$ cat config.mk
export PLATFORM = sky130hd
export DESIGN_NAME = pll_phase_sweep_ctrl
export DESIGN_NICKNAME = d
export VERILOG_FILES = /design/src/rtl/pll_phase_pkg.sv /design/src/rtl/sync_2ff.sv /design/src/rtl/pll_phase_sweep_ctrl.sv
export SDC_FILE = /design/constraint.sdc
export NUM_CORES = 1
export LEC_CHECK = 0
export CORE_MARGIN = 5
export CORE_UTILIZATION = 28
export CTS_BUF_LIST = sky130_fd_sc_hd__clkbuf_16
export DETAILED_ROUTE_END_ITERATION = 6
export SKIP_CTS_REPAIR_TIMING = 1
export SLEW_MARGIN = 15
export SYNTH_ARGS = -nofsm -noshare
export SYNTH_HDL_FRONTEND = slang
export SYNTH_SLANG_ARGS = --single-unit
$ cat constraint.sdc
create_clock -name clk -period 4.9 [get_ports clk]
set_input_delay 0.735 -clock clk [delete_from_list [all_inputs] [get_ports clk]]
set_output_delay 0.735 -clock clk [all_outputs]
set_load 0.01 [all_outputs]
$ cat src/rtl/pll_phase_pkg.sv
// Shared definitions for the rPLL dynamic-phase sweep controller.
package pll_phase_pkg;

  // Width of the rPLL PSDA / DUTYDA buses.
  localparam int PS_W = 4;

  typedef enum logic [2:0] {
    ST_IDLE,
    ST_APPLY,
    ST_WAIT_LOCK,
    ST_SETTLE,
    ST_SAMPLE,
    ST_COMPARE,
    ST_PARK
  } state_e;

  // Duty setting that tracks a phase setting: (phase + duty offset) mod 16.
  // The 4-bit result width performs the modulo.
  function automatic logic [PS_W-1:0] duty_of(input logic [PS_W-1:0] phase,
                                              input logic [PS_W-1:0] offset);
    return phase + offset;
  endfunction

endpackage

$ cat src/rtl/sync_2ff.sv
// Two-flop synchroniser for a single asynchronous level (rPLL LOCK).
module sync_2ff (
  input  logic clk,
  input  logic rst_n,
  input  logic d_i,
  output logic q_o
);

  logic [1:0] sync_q;

  // Shift the asynchronous input through two flops; resets to "not locked".
  always_ff @(posedge clk or negedge rst_n) begin
    if (!rst_n) begin
      sync_q <= 2'b00;
    end else begin
      sync_q <= {sync_q[0], d_i};
    end
  end

  assign q_o = sync_q[1];

endmodule

$ cat src/rtl/pll_phase_sweep_ctrl.sv
// Sweeps the rPLL dynamic phase through every step, counts phase-detector
// hits per step, then parks the PLL on the step with the most hits.
module pll_phase_sweep_ctrl
  import pll_phase_pkg::*;
#(
  parameter int PHASE_STEPS   = 16,
  parameter int DUTY_STEPS    = 8,
  parameter int SETTLE_CYCLES = 64,
  parameter int SAMPLE_CYCLES = 256,
  parameter int LOCK_TIMEOUT  = 4096,
  parameter int CNT_W         = 9
) (
  input  logic             clk,
  input  logic             rst_n,
  input  logic             start,
  input  logic             lock,
  input  logic             pd_in,
  output logic [PS_W-1:0]  psda,
  output logic [PS_W-1:0]  dutyda,
  output logic             busy,
  output logic             done,
  output logic             timeout_err,
  output logic [PS_W-1:0]  best_phase,
  output logic [CNT_W-1:0] best_count
);

  // One shared timer covers lock wait, settle and sample windows.
  localparam int MAX_LS  = (LOCK_TIMEOUT > SETTLE_CYCLES) ? LOCK_TIMEOUT : SETTLE_CYCLES;
  localparam int TMR_MAX = (MAX_LS > SAMPLE_CYCLES) ? MAX_LS : SAMPLE_CYCLES;
  localparam int TMR_W   = (TMR_MAX > 1) ? $clog2(TMR_MAX) : 1;

  localparam logic [TMR_W-1:0] LOCK_LAST   = TMR_W'(LOCK_TIMEOUT - 1);
  localparam logic [TMR_W-1:0] SETTLE_LAST = TMR_W'(SETTLE_CYCLES - 1);
  localparam logic [TMR_W-1:0] SAMPLE_LAST = TMR_W'(SAMPLE_CYCLES - 1);
  localparam logic [PS_W-1:0]  LAST_STEP   = PS_W'(PHASE_STEPS - 1);
  localparam logic [PS_W-1:0]  DUTY_OFS    = PS_W'(DUTY_STEPS);

  // Reject parameter sets the datapath cannot honour (counter wrap, PSDA range).
  if (PHASE_STEPS < 1 || PHASE_STEPS > 16 || DUTY_STEPS < 0 || DUTY_STEPS > 15 ||
      SETTLE_CYCLES < 1 || SAMPLE_CYCLES < 1 || LOCK_TIMEOUT < 1 ||
      (2 ** CNT_W) <= SAMPLE_CYCLES) begin : g_bad_params
    $error("pll_phase_sweep_ctrl: parameter out of range");
  end

  logic lock_s;

  sync_2ff u_lock_sync (
    .clk   (clk),
    .rst_n (rst_n),
    .d_i   (lock),
    .q_o   (lock_s)
  );

  state_e           state_q, state_d;
  logic [PS_W-1:0]  step_q, step_d;
  logic [TMR_W-1:0] timer_q, timer_d;
  logic [CNT_W-1:0] hits_q, hits_d;
  logic [PS_W-1:0]  psda_q, psda_d;
  logic [PS_W-1:0]  dutyda_q, dutyda_d;
  logic             busy_q, busy_d;
  logic             done_q, done_d;
  logic             terr_q, terr_d;
  logic [PS_W-1:0]  best_phase_q, best_phase_d;
  logic [CNT_W-1:0] best_count_q, best_count_d;

  // State, counters and all outputs are registered; reset parks at phase 0.
  always_ff @(posedge clk or negedge rst_n) begin
    if (!rst_n) begin
      state_q      <= ST_IDLE;
      step_q       <= '0;
      timer_q      <= '0;
      hits_q       <= '0;
      psda_q       <= '0;
      dutyda_q     <= DUTY_OFS;
      busy_q       <= 1'b0;
      done_q       <= 1'b0;
      terr_q       <= 1'b0;
      best_phase_q <= '0;
      best_count_q <= '0;
    end else begin
      state_q      <= state_d;
      step_q       <= step_d;
      timer_q      <= timer_d;
      hits_q       <= hits_d;
      psda_q       <= psda_d;
      dutyda_q     <= dutyda_d;
      busy_q       <= busy_d;
      done_q       <= done_d;
      terr_q       <= terr_d;
      best_phase_q <= best_phase_d;
      best_count_q <= best_count_d;
    end
  end

  // Sweep sequencing: apply, wait for lock, settle, sample, compare, park.
  always_comb begin
    state_d      = state_q;
    step_d       = step_q;
    timer_d      = timer_q;
    hits_d       = hits_q;
    psda_d       = psda_q;
    dutyda_d     = dutyda_q;
    busy_d       = busy_q;
    done_d       = 1'b0;
    terr_d       = terr_q;
    best_phase_d = best_phase_q;
    best_count_d = best_count_q;
    case (state_q)
      ST_IDLE: begin
        if (start) begin
          state_d      = ST_APPLY;
          busy_d       = 1'b1;
          step_d       = '0;
          terr_d       = 1'b0;
          best_phase_d = '0;
          best_count_d = '0;
        end
      end
      ST_APPLY: begin
        psda_d   = step_q;
        dutyda_d = duty_of(step_q, DUTY_OFS);
        timer_d  = '0;
        hits_d   = '0;
        state_d  = ST_WAIT_LOCK;
      end
      ST_WAIT_LOCK: begin
        if (lock_s) begin
          timer_d = '0;
          state_d = ST_SETTLE;
        end else if (timer_q == LOCK_LAST) begin
          // Unlockable step: flag it and score it as zero hits.
          terr_d  = 1'b1;
          hits_d  = '0;
          state_d = ST_COMPARE;
        end else begin
          timer_d = timer_q + TMR_W'(1);
        end
      end
      ST_SETTLE: begin
        if (!lock_s) begin
          timer_d = '0;
          state_d = ST_WAIT_LOCK;
        end else if (timer_q == SETTLE_LAST) begin
          timer_d = '0;
          state_d = ST_SAMPLE;
        end else begin
          timer_d = timer_q + TMR_W'(1);
        end
      end
      ST_SAMPLE: begin
        if (!lock_s) begin
          // Partial window is worthless; retry the same step from lock wait.
          timer_d = '0;
          hits_d  = '0;
          state_d = ST_WAIT_LOCK;
        end else begin
          hits_d = hits_q + CNT_W'(pd_in);
          if (timer_q == SAMPLE_LAST) begin
            state_d = ST_COMPARE;
          end else begin
            timer_d = timer_q + TMR_W'(1);
          end
        end
      end
      ST_COMPARE: begin
        // Strict compare so ties keep the lowest step.
        if (hits_q > best_count_q) begin
          best_count_d = hits_q;
          best_phase_d = step_q;
        end
        if (step_q == LAST_STEP) begin
          state_d = ST_PARK;
        end else begin
          step_d  = step_q + PS_W'(1);
          state_d = ST_APPLY;
        end
      end
      ST_PARK: begin
        psda_d   = best_phase_q;
        dutyda_d = duty_of(best_phase_q, DUTY_OFS);
        done_d   = 1'b1;
        busy_d   = 1'b0;
        state_d  = ST_IDLE;
      end
      default: state_d = ST_IDLE;
    endcase
  end

  assign psda        = psda_q;
  assign dutyda      = dutyda_q;
  assign busy        = busy_q;
  assign done        = done_q;
  assign timeout_err = terr_q;
  assign best_phase  = best_phase_q;
  assign best_count  = best_count_q;

endmodule

==> impl_metrics.yaml <==
detailed_routing:
  firstDrtPassIters: 4
  num_vias: 2449
  avgViaCountPerCell: 5.134
  routed_wl_um: 6495
  routedWlPerCell_um: 13.62
  detail-route-antenna-nets: 0
  route.detailed.drc: 0
  drt_iter0_markers: 93
logic_synthesis:
  synth_cell_types: 54
  ys.flop_type: "dfrtp_1"
  syn-instance-count: 324
  avgSynthCellArea_um2: 9.245
  async_flop_share_pct: 100.0
  synth-seq-cells: 51
  ys_seq_area_share_pct: 42.65
  synth_warnings: 0
  postSynthNetCount: 342
  synth-edff-count: 0
  synth_area_mm2: 0.002995
finish:
  area_growth_pct: 15.75
  fin_cells: 477
  insertedDiodeCount: 0
  final_common_cell: "dfrtp_1"
  fin_nets: 358
  drive_above_1_share_pct: 6.452
  n_fill_cell: 1085
  final_cell_mix: "dfrtp_1 (50), nand2_1 (40), o21ai_0 (35)"
sta:
  finClkSkew_ns: 0.008751
  hold_viol_final: 0
  tightest_slew_ns: 0.7320
  min_period_over_period_pct: 56.03
  setup_viol_count_final: 0
  maxSlewViolCount: 0
  whs_ns: 0.3497
  slew_headroom_pct: 51.20
  tns_ns: 0
  worst_slack_ns: 2.155
  rsz0062_at_grt: "false"
  fin_crit_ns: 2.745
  fmax_ghz: 0.3642
global_routing:
  grt_antenna_before_repair: 0
  grt_pass1_wl_um: 11340
  grt_pass1_vias: 2386
  grt_max_degree: 52
  track_usage_pct: 10.44
  overflow: 0
clock_tree:
  clk_pin_slew_ns: 0.07
  insertion_delay_ns: 0.29
  htreeDepth: 2
  ctsLongestPathBuffers: 2
  clkSinkCount: 51
  cts_tree: "built"
  cts_buffers: 5
  cts_root_buffer: "clkbuf_16"
outcome:
  outcome: "finished, final reports clean"
setup_path:
  crit_fanout: 27
  cp-end-kind: "flop"
  critPathMaxStageDelay_ns: 0.65
  start_kind: "flop"
  cp.arrival_ns: 2.91
  path_cells: "inv_1 -> and2_0 -> nand4_1 -> o211ai_4 -> mux2_1"
  cpMaxStageDelayCell: "dfrtp_1"
  critical_path_class: "reg2reg"
  required_ns: 5.07
placed_design:
  gp_congestion: 0.8181
  dp_hpwl_um: 4594
  port_buffers: 28
  placed_cells: 469
  dp_slack_ns: 2.198
run:
  maxCapViolCount: 0
floorplan:
  core_mm2: 0.01037
  die_x_um: 113.4
  io_pins: 29
  rows: 37
  dieArea_mm2: 0.01287
  start_util_pct: 28.89
  fp.dieH_um: 113.4
power_and_ir_drop:
  p_leak_nw: 1.541
  ir_worst_vdd_mv: 0.2236
  powerDensity_mw_per_mm2: 438.4
min_path:
  holdCritPathClass: "reg2reg"
[power breakdown]
group / total, W / internal [W] / switching (W)
Sequential: 0.000618 / 0.000492 / 0.000126
Clock: 0.000339 / 0.000187 / 0.000152
Combinational: 0.000563 / 0.000265 / 0.000298
Total: 0.00152 / 0.000943 / 0.000577
[kinds of logic after synthesis]
logic type               Yosys count  share of synthesized area (%)
AO/OA/AOI/OAI                     92                          19.97
multiplexers                      14                          4.762
flip-flops                        51                          42.65
adder cells (fa/ha/maj)           13                          5.430
AND/OR/NAND/NOR                  115                          20.72
buffers and inverters             39                          6.474
[state kept, by name (all words and copies together), names as in the netlist]
signal	flops
psda	4
step_q	4
best_phase	4
hits_q	9
done	1
timer_q	12
state_q	3
best_count	9
dutyda	1
timeout_err	1
u_lock_sync.sync_q	2
busy	1
[per-stage QoR]
stage          instance area, um^2  power [W]  utilization (%)
2_1_floorplan                 2995   0.001053                -
3_3_place_gp                  3326   0.001176            32.07
3_5_place_dp                  3326   0.001189            32.07
4_1_cts                       3467   0.001539            33.43
5_1_grt                       3467   0.001643            33.43
6_report                      3467   0.001520            33.43
[cell usage after synthesis, drive strengths merged (2+ instances only)]
| library cell | n | share of area (%) |
|---|---|---|
| dfrtp | 50 | 42 |
| nand2 | 41 | 5.2 |
| o21ai | 35 | 5.8 |
| inv | 19 | 2.4 |
| nor2 | 17 | 2.1 |
| a21oi | 13 | 2.3 |
| buf | 13 | 3.2 |
| ha | 13 | 5.4 |
| mux2i | 12 | 4.0 |
| nand3 | 12 | 2.0 |
| and3 | 11 | 2.3 |
| a31oi | 10 | 2.1 |
| clkbuf | 7 | 0.92 |
| nor3 | 7 | 1.2 |
| o22ai | 6 | 1.3 |
| and4 | 5 | 1.5 |
| nand4 | 5 | 1.0 |
| o311a | 4 | 1.3 |
| a211o | 3 | 0.92 |
| a21o | 3 | 0.75 |
| a22o | 3 | 0.88 |
| a41oi | 3 | 0.88 |
| nand2b | 3 | 0.63 |
| nor2b | 3 | 0.63 |
| o211ai | 3 | 1.4 |
| o21a | 3 | 0.75 |
| and2 | 2 | 0.50 |
| and4bb | 2 | 0.84 |
| mux2 | 2 | 0.75 |
| o31ai | 2 | 0.50 |
[routing by layer]
layer / global-route usage (%) / vias to the layer above / part of all wire, %
met1: 14.63 / 1188 / 49
li1: - / 1212 / -
met4: 2.804 / 0 / 1.2
met3: 1.804 / 8 / 3.4
met2: 16.71 / 41 / 46
met5: 0 / - / 0
[worst paths after layout]
path,startpoint,depth (start not counted),to,slack (ns)
max in group asynchronous,rst_n,2,hits_q[2],3.90
worst min register to register,u_lock_sync.sync_q[0],0,u_lock_sync.sync_q[1],0.35
min in group asynchronous,rst_n,2,timer_q[8],0.55
worst max-delay path,state_q[1],5,best_count[0],2.15
worst min-delay path,u_lock_sync.sync_q[0],0,u_lock_sync.sync_q[1],0.35
worst max register to register,state_q[1],5,best_count[0],2.15
[worst max-delay path: cells and delay by family (launching register included)]
kind | cells | cell delay [ns]
and+or+nand+nor | 2 | 0.85
DFF | 1 | 0.65
buffers and inverters | 1 | 0.42
muxes | 1 | 0.37
AOI/OAI and AO/OA | 1 | 0.31
[layout make-up]
class / count / area, um^2 / area share, %
Clock buffer: 5 / 125.1 / 3.609
Clock inverter: 3 / 16.27 / 0.4691
Inverter: 19 / 71.32 / 2.057
Multi-Input combinational cell: 234 / 1524 / 43.96
Sequential cell: 51 / 1277 / 36.85
Tap cell: 136 / 170.2 / 4.908
Timing Repair Buffer: 29 / 282.8 / 8.156
(Power assumes the default switching activity.)
